$ cat src/rtl/ram_arbiter.sv
// Round-robin arbiter multiplexing NCH write and NCH read byte ring buffers onto one external RAM.
// Latency: ack in the grant cycle, RAM strobes one cycle later, read data strobe two cycles after the grant.
// Backpressure: requesters hold their request until acked; full, empty and flushing channels are skipped.
//
// Ports:
//   i_clk, i_rst                   clock, asynchronous active-low reset
//   i_wr_req/i_wr_data/o_wr_ack    per-channel byte write request, data and one-hot grant
//   i_rd_req/o_rd_ack              per-channel byte read request and one-hot grant
//   o_rd_valid/o_rd_data           one-hot read-data strobe and the returned byte
//   i_flush                        per-channel pointer and count clear
//   o_full/o_empty                 per-channel ring status
//   o_addr/o_D/i_D/WE/RE           external synchronous RAM port
module ram_arbiter #(
    parameter int NCH       = 10,
    parameter int DEPTH     = 1024,
    parameter int ADDRWIDTH = 23
) (
    input  logic                 i_clk,
    input  logic                 i_rst,
    input  logic [NCH-1:0]       i_wr_req,
    input  logic [8*NCH-1:0]     i_wr_data,
    input  logic [NCH-1:0]       i_rd_req,
    input  logic [NCH-1:0]       i_flush,
    output logic [NCH-1:0]       o_wr_ack,
    output logic [NCH-1:0]       o_rd_ack,
    output logic [NCH-1:0]       o_rd_valid,
    output logic [7:0]           o_rd_data,
    output logic [NCH-1:0]       o_full,
    output logic [NCH-1:0]       o_empty,
    output logic [ADDRWIDTH-1:0] o_addr,
    output logic [7:0]           o_D,
    input  logic [7:0]           i_D,
    output logic                 WE,
    output logic                 RE
);
    localparam int NSLOT = 2 * NCH;
    localparam int PW    = $clog2(DEPTH);
    localparam int CW    = PW + 1;
    localparam int SW    = $clog2(NSLOT);
    localparam int CHW   = (NCH > 1) ? $clog2(NCH) : 1;

    logic [SW-1:0]  r_rr;
    logic [PW-1:0]  r_wptr [NCH];
    logic [PW-1:0]  r_rptr [NCH];
    logic [CW-1:0]  r_cnt  [NCH];
    logic           r_rd_pend;
    logic [CHW-1:0] r_rd_ch;
    logic [NCH-1:0] r_rd_valid;

    logic [NSLOT-1:0]     w_elig;
    logic                 w_gnt;
    logic [SW-1:0]        w_slot;
    logic                 w_is_rd;
    logic [CHW-1:0]       w_ch;
    logic [PW-1:0]        w_ptr;
    logic [7:0]           w_wdat;
    logic [ADDRWIDTH-1:0] w_addr;

    // Status comes straight from the registered counts, so reset forces empty=1, full=0.
    always_comb begin
        o_full  = '0;
        o_empty = '0;
        for (int k = 0; k < NCH; k++) begin
            o_full[k]  = (r_cnt[k] == CW'(DEPTH));
            o_empty[k] = (r_cnt[k] == '0);
        end
    end

    // Slot layout: writes in the low half, reads in the high half.
    assign w_elig = {i_rd_req & ~o_empty & ~i_flush, i_wr_req & ~o_full & ~i_flush};

    // First eligible slot at or after r_rr, wrapping around the slot ring.
    always_comb begin
        int j;
        j      = 0;
        w_gnt  = 1'b0;
        w_slot = '0;
        for (int i = 0; i < NSLOT; i++) begin
            j = int'(r_rr) + i;
            if (j >= NSLOT) j = j - NSLOT;
            if (!w_gnt && w_elig[j]) begin
                w_gnt  = 1'b1;
                w_slot = SW'(j);
            end
        end
    end

    assign w_is_rd = (w_slot >= SW'(NCH));
    assign w_ch    = w_is_rd ? CHW'(w_slot - SW'(NCH)) : CHW'(w_slot);

    always_comb begin
        o_wr_ack = '0;
        o_rd_ack = '0;
        w_ptr    = '0;
        w_wdat   = '0;
        for (int k = 0; k < NCH; k++) begin
            o_wr_ack[k] = w_gnt && !w_is_rd && (w_ch == CHW'(k));
            o_rd_ack[k] = w_gnt &&  w_is_rd && (w_ch == CHW'(k));
            if (w_ch == CHW'(k)) begin
                w_ptr  = w_is_rd ? r_rptr[k] : r_wptr[k];
                w_wdat = i_wr_data[8*k +: 8];
            end
        end
    end

    // DEPTH is a power of two, so k*DEPTH + ptr is a plain concatenation.
    assign w_addr = ADDRWIDTH'({w_ch, w_ptr});

    always_ff @(posedge i_clk or negedge i_rst) begin
        if (!i_rst) begin
            r_rr       <= '0;
            WE         <= 1'b0;
            RE         <= 1'b0;
            o_addr     <= '0;
            o_D        <= '0;
            r_rd_pend  <= 1'b0;
            r_rd_ch    <= '0;
            r_rd_valid <= '0;
            for (int k = 0; k < NCH; k++) begin
                r_wptr[k] <= '0;
                r_rptr[k] <= '0;
                r_cnt[k]  <= '0;
            end
        end else begin
            WE <= w_gnt && !w_is_rd;
            RE <= w_gnt &&  w_is_rd;
            if (w_gnt) begin
                r_rr   <= (w_slot == SW'(NSLOT - 1)) ? '0 : w_slot + SW'(1);
                o_addr <= w_addr;
                if (!w_is_rd) o_D <= w_wdat;
            end

            // RAM returns data the cycle after RE; the strobe lines up with that cycle.
            // A flush leaves these in-flight reads untouched.
            r_rd_pend <= w_gnt && w_is_rd;
            r_rd_ch   <= w_ch;
            for (int k = 0; k < NCH; k++) begin
                r_rd_valid[k] <= r_rd_pend && (r_rd_ch == CHW'(k));
            end

            for (int k = 0; k < NCH; k++) begin
                if (i_flush[k]) begin
                    r_wptr[k] <= '0;
                    r_rptr[k] <= '0;
                    r_cnt[k]  <= '0;
                end else if (o_wr_ack[k]) begin
                    r_wptr[k] <= r_wptr[k] + PW'(1);
                    r_cnt[k]  <= r_cnt[k] + CW'(1);
                end else if (o_rd_ack[k]) begin
                    r_rptr[k] <= r_rptr[k] + PW'(1);
                    r_cnt[k]  <= r_cnt[k] - CW'(1);
                end
            end
        end
    end

    assign o_rd_valid = r_rd_valid;
    // RAM data is live only in the strobe cycle; otherwise the bus reads as zero.
    assign o_rd_data  = (|r_rd_valid) ? i_D : 8'h00;

endmodule

$ cat config.mk
export PLATFORM = sky130hd
export DESIGN_NAME = ram_arbiter
export DESIGN_NICKNAME = d
export VERILOG_FILES = /design/src/rtl/ram_arbiter.sv
export SDC_FILE = /design/constraint.sdc
export NUM_CORES = 1
export LEC_CHECK = 0
export ABC_AREA = 1
export CAP_MARGIN = 20
export CORE_ASPECT_RATIO = 1.4
export CORE_MARGIN = 4
export CORE_UTILIZATION = 50
export DETAILED_ROUTE_END_ITERATION = 12
export PLACE_DENSITY = 0.73
export RECOVER_POWER = 100
export SLEW_MARGIN = 20
export SYNTH_ARGS = -nofsm -noshare
export SYNTH_HDL_FRONTEND = slang
export SYNTH_SLANG_ARGS = --single-unit
$ cat constraint.sdc
create_clock -name i_clk -period 10.1 [get_ports i_clk]
set_input_delay 2.02 -clock i_clk [delete_from_list [all_inputs] [get_ports i_clk]]
set_output_delay 2.02 -clock i_clk [all_outputs]
set_load 0.01 [all_outputs]
==> Word-level counts from Yosys, hierarchy flattened <==
Index checks and enable logic that the tools add are counted.
{ "totals": {"output_inout_bits": 91, "register_bits": 353} }
{ "classes": {"n_mux": 233, "reduce_logical": 125, "addsub": 81, "n_eq_ne": 39, "n_lt_le_gt_ge": 41, "n_bitwise": 8} }
{ "op_table": {"columns": ["operator", "n"], "rows": [
  ["2-to-1 mux 10 bit", 70],
  ["less-than comparator 32 x 7 -> 1 bit, second input constant", 20],
  ["2-to-1 mux 32 bit", 20],
  ["2-to-1 mux 11 bit", 30],
  ["adder 10 x 1 -> 10 bit, second input constant", 20],
  ["subtractor 6 x 5 -> 7 bit, second input constant", 19],
  [">= comparator 6 x 5 -> 1 bit, second input constant", 19],
  ["adder 11 x 1 -> 11 bit, second input constant", 10],
  ["equality test 11 bit, second input constant", 10],
  ["logical NOT 11 bit", 10],
  ["subtractor 11 x 1 -> 11 bit, second input constant", 10],
  ["2-to-1 mux 5 bit", 21],
  ["binary-select mux 1 bit (select 5 bit)", 20],
  ["2-to-1 mux 8 bit", 11],
  ["2-to-1 mux 1 bit", 60],
  ["logical AND 1 bit", 51],
  ["adder 5 x 4 -> 6 bit, second input constant", 8],
  ["AND 10 bit", 4],
  ["nonzero test 2 bit", 20],
  ["equality test 4 x 3 -> 1 bit, second input constant", 8],
  ["inverter 10 bit", 3],
  ["nonzero test 3 bit", 10],
  ["adder 5 x 3 -> 6 bit, second input constant", 4],
  ["adder 5 x 5 -> 6 bit, second input constant", 4],
  ["18 further kinds", 65]
]} }

==> Longest topological paths before layout <==
Gate-level depths: netlist of run 1.
{ "depth": {"word_depth": 78, "depth_mapped": 63, "ltp_nobuf": 60} }

==> Worst setup path before layout of run 1 <==
Ideal clock, no wire load.
{ "synth_path": {"path_type": "input to output", "startpoint": "input port i_flush[2]", "endpoint": "output port o_wr_ack[7]", "path_stages": 35, "setup_slack_ns": 1.724, "path_buffers": 2, "arrival_time_ns": 6.356, "t_required_ns": 8.080, "path_cell_list": "clkbuf_1 > nor2_1 > nand3_1 > nand3_1 > nand2_1 > nor2_1 > nor2_1 > nor2_1 > nor2_1 > nand3_4 > nor2_8 > nand4_4 > nor2_4 > nand4_4 > nor2_1 > nand3_2 > nor2_4 > nand3_2 > nor2_1 > nand3_1 > o21ai_0 > nor2_1 > nor2_2 > inv_1 > ha_1 > nand2_1 > nand2_4 > nand2_4 > nand2_2 > nand2_2 > nand2_4 > nor2_4 > nand2_1 > buf_2 > inv_1"} }
{ "synth_via": {"elab_chain_len": 67, "word_cells_on_any_way": 148} }
{ "synth_lines": {"columns": ["element", "line", "source"], "rows": [
  ["start, declared", "23", "input logic [NCH-1:0] i_flush,"],
  ["inverter 10 bit (*)", "70", "assign w_elig = {i_rd_req & ~o_empty & ~i_flush, i_wr_req & ~o_full & ~i_flush};"],
  ["AND 10 bit", "70", null],
  ["binary-select mux 1 bit (select 5 bit)", "81", "if (!w_gnt && w_elig[j]) begin"],
  ["2-to-1 mux 1 bit (implied by the code) (2 in series)", "81", null],
  ["2-to-1 mux 1 bit", "81", null],
  ["logical NOT 1 bit", "81", null],
  ["logical AND 1 bit", "81", null],
  ["2-to-1 mux 1 bit", "81", null],
  ["[51 not listed]", null, null],
  ["logical NOT 1 bit", "81", null],
  ["logical AND 1 bit", "81", null],
  ["2-to-1 mux 5 bit (*)", "81", null],
  ["subtractor 4 bit / >= comparator 5 x 4 -> 1 bit (equally long branches)", "89, 88", null],
  ["2-to-1 mux 4 bit (*)", "89", "assign w_ch = w_is_rd ? CHW'(w_slot - SW'(NCH)) : CHW'(w_slot);"],
  ["net w_ch[2]", "54", "logic [CHW-1:0] w_ch;"],
  ["equality test 4 x 3 -> 1 bit (*)", "97", "o_wr_ack[k] = w_gnt && !w_is_rd && (w_ch == CHW'(k));"],
  ["logical AND 1 bit (*)", "97", null],
  ["end, declared", "24", "output logic [NCH-1:0] o_wr_ack,"]
]} }
The timed path passes the listed nets; every way through them passes the cells marked *. The select of a mux whose other input is x is not followed.

==> Worst setup path in the final report of run 1 <==
{ "layout_path": {"startpoint": "input port i_flush[7]", "endpoint": "output port o_wr_ack[7]"} }
The elaborated chain is that of the path after synthesis.

==> impl_metrics.toml, run 1 <==
[cells_and_area]
nets = 4470
fillers = 5234
final_area_um2 = 31800
area_delta_synth_final_pct = 14.6
multi_input_area_um2 = 16200
drive_gt1_share_pct = 5.26
insertedDiodeCount = 0
final-seq-area_um2 = 8830

[sta]
slew_headroom_pct = -166
clock.fmax_mhz = 103
finalSetupViolations = 0
hold_viol = 0
rsz0062_at_grt = "false"
fin_ws_ns = 0.429
fin_crit_ns = 9.67
fin_tns_setup_ns = 0
skew_ns = 0.0295
worst_slew_pin_slew_ns = 3.98
finalMaxSlewViolations = 360
post-route-period-util_pct = 95.8

[die]
start_util_pct = 50.8
core_um2 = 54600
die-height_um = 287
fp-row-count = 101
pin_count = 211
dieArea_um2 = 59300
die-width_um = 207

[setup_path]
crit_type = "input pin to primary output"
required_ns = 8.08
crit_top_cell = "nand2_1"
cp_slowest_cell = "clkdlybuf4s50_1"
cp-start-kind = "input pin"
end_kind = "primary output"
crit_arrival_ns = 7.65
crit_fanout = 7
ff2ff_setup_slack_ns = 0.91
cpPeakStageDelay_ns = 0.61

[logic_synthesis]
synthSimpleGateAreaFrac_pct = 30.5
synthAdderAreaFrac_pct = 8.22
synth_area_leaders = "dfrtp_1 (32%), nand2_1 (12%), ha_1 (7.5%)"
synth.mux.area_fraction_pct = 0.181
netlist_instances = 3964
yosysSeqAreaShare_pct = 31.9
synth_top_family_by_area = "simple AND/OR/NAND/NOR gates"
synth.distinct_cells = 73
yosys.area.top_type_share_pct = 31.9
yosys_warnings = 0
netlist_top_cells_count = "nand2_1 (891), inv_1 (510), dfrtp_1 (353)"
synth_xor_area_share_pct = 4.57
dominantRegCellSynth = "dfrtp_1"
yosysTopAreaCell = "dfrtp_1"
synth_edf_count = 0
syn_area_um2 = 27700
ys_seq_elements = 353
synth_compound_area_share_pct = 15.3
synthArstFlopShare_pct = 100
synth_most_common_cell = "nand2_1"
syn_area_per_cell_um2 = 6.99

[outcome]
violations = "capacitance limit, slew limit"
run_status = "finished, violations left"

[hold_path]
holdCritPathClass = "flop to flop"

[global_routing]
overflow = 0
grt_usage_pct = 28.7
grt_pass1_wl_um = 137000
grt_pass1_vias = 26400
antenna_found_initial = 0
grt_max_degree = 160

[clock_network]
cts_tree = "built"
clock_latency_ns = 0.57
path_clk_slew_ns = 0.06
clockBufferDepth = 3
clockRootBuffer = "clkbuf_16"
cts_buffers = 39
cts_max_level = 2
hold_buffers = 0
cts.sinks = 353

[place]
dp_hpwl_um = 67200
dp_slack_ns = 0.214
numPortBuffers = 201
place.gp.congestion = 1.03
placed_area_um2 = 30600

[detailed_routing]
wl_per_cell_um = 17.6
ant_nets = 0
vias_per_cell = 5.58
first_pass_iters = 6
drc = 0
wirelength_um = 86800
vias = 27500
drt_iter0_markers = 1849

[run]
maxCapViolations = 4
## area by class of cell
cell class,instances,area share (%)
multi-input cells,2972,51.1
flip-flops and latches,353,27.8
repair buffers,271,7.89
inverters,537,6.39
clock buffers,63,3.81
well taps,721,2.84
clock inverters,7,0.177
## state kept, by name, summed over array words and instances, names as in the netlist
name / count
r_rptr: 100
o_rd_valid: 10
o_addr: 14
r_wptr: 100
o_D: 8
r_cnt: 110
WE: 1
r_rd_pend: 1
r_rr: 5
r_rd_ch: 4
## logic make-up (layout without fill, tap and decap cells)
group                      Yosys count  after routing
xor gates and xnor gates           142            142
AOI/OAI and AO/OA                  757            757
adders and majority gates          176            176
muxes                                5              5
and+or+nand+nor                   1883           1883
DFF                                353            353
other                                1              9
buffers and inverters              647            878
## repair_timing
action                                 CTS  global route
setup endpoints to repair                0            21
endpoints found under the hold margin    0             0
gates resized for setup                  0            27
setup buffers                            0             7
## routing by layer
layer	part of all wire, %	vias to the layer above	GRT usage [%]	wire length, um
met5	0	-	0	0
met3	5.9	257	4.26	5160
met1	39	12800	33.9	34100
met4	6.5	0	16.5	5620
met2	48	921	49.4	41900
li1	-	13500	-	-
## worst paths after layout
path | from | end | cells after the start
setup / recovery | i_flush[7] | o_wr_ack[7] | 36
min in group asynchronous | i_rst | r_cnt[15] | 1
hold reg to reg | r_wptr[32] | r_wptr[32] | 1
setup reg to reg | r_rr[1] | r_cnt[32] | 55
max in group asynchronous | i_rst | r_cnt[40] | 3
hold / removal | r_wptr[32] | r_wptr[32] | 1
## layout by cell type, fill, tap and decap left out, drive strengths merged, types with 3 or more instances in the layout
cell type / synthesis / routed
dlymetal6s2s: 0 / 4
nand4: 86 / 86
or2: 13 / 13
a21oi: 245 / 245
o21ai: 343 / 343
fa: 10 / 10
ha: 166 / 166
inv: 531 / 531
conb: 1 / 9
o22ai: 28 / 28
mux2i: 5 / 5
clkinv: 6 / 11
o221a: 3 / 3
a21o: 3 / 3
nand2: 937 / 937
o21bai: 19 / 19
nand3b: 3 / 3
nor2: 377 / 377
nor3: 129 / 129
nor4: 19 / 19
dlygate4sd3: 0 / 68
o211ai: 47 / 47
xnor2: 54 / 54
xor2: 88 / 88
a21boi: 4 / 4
nor3b: 10 / 10
nand3: 306 / 306
dfrtp: 353 / 353
o31ai: 28 / 28
clkbuf: 54 / 79
a31oi: 12 / 12
buf: 56 / 55
o21a: 6 / 6
o41ai: 4 / 4
clkdlybuf4s50: 0 / 128
## per-stage QoR
stage / hold slack, ns / instances / util [%]
after floorplan: 0.423 / 3972 / -
after global placement: 0.438 / 4847 / 56.0
after detailed placement: 0.448 / 4847 / 56.0
after CTS: 0.456 / 4917 / 58.4
after global routing: 0.481 / 4924 / 58.2
final: 0.457 / 4924 / 58.2
## worst max-delay path: cells and delay by family
family | cells | cell delay, ns
fa+ha+maj | 1 | 0.24
simple gates | 25 | 3.00
buf+inv | 7 | 1.83
compound gates | 3 | 0.53
Power of run 1 is left out: the tool's default activity adds up to more than one toggle a clock period on the data nets, which glitch-free logic cannot reach.
==> inputs of run 2 (changes only) <==
--- a/config.mk
+++ b/config.mk
@@ -11,6 +11,7 @@
 export CORE_MARGIN = 4
 export CORE_UTILIZATION = 50
 export DETAILED_ROUTE_END_ITERATION = 12
+export GPL_ROUTABILITY_DRIVEN = 0
 export PLACE_DENSITY = 0.73
 export RECOVER_POWER = 100
 export SLEW_MARGIN = 20
==> run 2 against run 1 <==
Net effect:
- the run still ends with capacitance limit, slew limit left
- fmax about the same
- setup slack got worse by 0.0041 ns
- hold slack got worse by 0.0086 ns
- via count increased by 0.28%
- highest routed layer unchanged
==> impl_metrics.toml, run 2 (synthesized netlist as in run 1, its figures left out) <==
[hold_path]
worstHoldStart = "r_wptr[53]"
holdCritPathClass = "flop to flop"
worstHoldPathCells = 1
min_to = "r_wptr[54]"

[place]
numPortBuffers = 201
placed_area_um2 = 30600
dp_hpwl_um = 65700

[setup_path]
cp-start-kind = "input pin"
r2r-start = "r_rr[3]"
crit_top_cell = "nand3_1"
ff2ff_path_depth = 40
rr_endpoint = "o_addr[2]"
crit_type = "input pin to primary output"
crit_arrival_ns = 7.66
end_kind = "primary output"
ff2ff_setup_slack_ns = 1.11
crit_fanout = 8
cp_slowest_cell = "dlygate4sd3_1"
required_ns = 8.08
cpPeakStageDelay_ns = 0.66

[cells_and_area]
final_cell_mix = "nand2_1 (896), inv_1 (512), dfrtp_1 (353)"
layout.cells.most_common = "nand2_1"
nets = 4468
drive_gt1_share_pct = 6.21
largest-register = "r_cnt"
largest_register_ffs = 110
area_delta_synth_final_pct = 15.4
final_area_um2 = 32000
reg_top3 = "r_cnt x110, r_rptr x100, r_wptr x100"

[outcome]
violations = "capacitance limit, slew limit"
run_status = "finished, violations left"

[sta]
hold_viol = 0
slew_headroom_pct = -260
finalSetupViolations = 0
rsz0062_at_grt = "false"
worst_slew_pin_slew_ns = 5.40
finalMaxSlewViolations = 357
clock.fmax_mhz = 103
fin_crit_ns = 9.68
fin_tns_setup_ns = 0
hold_ws_ns = 0.448
skew_ns = 0.0179
post-route-period-util_pct = 95.8

[die]
pin_count = 211
die-height_um = 287
start_util_pct = 50.8
dieArea_um2 = 59300
core_um2 = 54600
fp-row-count = 101
die-width_um = 207

[detailed_routing]
vias_per_cell = 5.60
drt_iter0_markers = 2035
vias = 27600
ant_nets = 0
first_pass_iters = 6
drc = 0
wirelength_um = 85500
wl_per_cell_um = 17.4

[global_routing]
antenna_found_initial = 1
grt_max_degree = 158
grt_pass1_vias = 26400
grt_pass1_wl_um = 136000
grt_usage_pct = 28.3
overflow = 0

[clock_network]
cts_buffers = 39
path_clk_slew_ns = 0.06
hold_buffers = 0
clockBufferDepth = 3
clock_latency_ns = 0.56
cts_max_level = 2
clockRootBuffer = "clkbuf_16"
cts_tree = "built"
cts.sinks = 353

[run]
maxCapViolations = 5
## run 2: what timing repair did
action                     CTS  global route
resized for setup            0            30
buffers inserted             0             8
setup endpoints to repair    0            21
## run 2: layout make-up
| class | instances | area [um^2] |
|---|---|---|
| inverter | 537 | 2030 |
| antenna | 1 | 2.50 |
| clock buffer | 52 | 1110 |
| fill | 5202 | 22600 |
| timing repair buffer | 269 | 2520 |
| tap | 721 | 902 |
| multi-input combinational | 2972 | 16300 |
| clock inverter | 17 | 263 |
| sequential | 353 | 8830 |
## run 2: how the worst max path moves through the flow
stage,start,endpoint,slack (ns),cells after the start
6_report,i_flush[4],o_rd_ack[1],0.42,32
5_1_grt,i_flush[4],o_rd_ack[5],0.01,34
4_1_cts,i_flush[5],o_rd_ack[4],0.02,35
3_5_place_dp,i_flush[5],o_rd_ack[4],0.04,35
3_3_place_gp,i_flush[5],o_rd_ack[4],0.20,35
2_1_floorplan,i_flush[2],o_wr_ack[7],1.72,35
## run 2: per-stage QoR
step	setup slack (ns)	utilization (%)	std cells
after global routing	0.0141	58.5	4921
after global placement	0.199	56.0	4844
after detailed placement	0.0414	56.0	4844
final	0.425	58.6	4922
after CTS	0.0244	58.5	4913
after floorplan	1.72	-	3972
## run 2: layer usage
layer  wire length, um  global-route usage [%]  vias to the layer above
met5                 0                       0                        -
met4              6350                    17.6                        0
met3              5440                    4.91                      306
met2             40400                    47.8                      982
met1             33400                    33.3                    12800
li1                  -                       -                    13500
## run 2: worst max-delay path, delay by kind of cell
| kind | cells | cell delay (ns) |
|---|---|---|
| simple gates | 24 | 3.26 |
| buf+inv | 4 | 1.42 |
| compound gates | 3 | 0.74 |
| fa+ha+maj | 1 | 0.21 |
Power of run 2 is left out for the same reason.
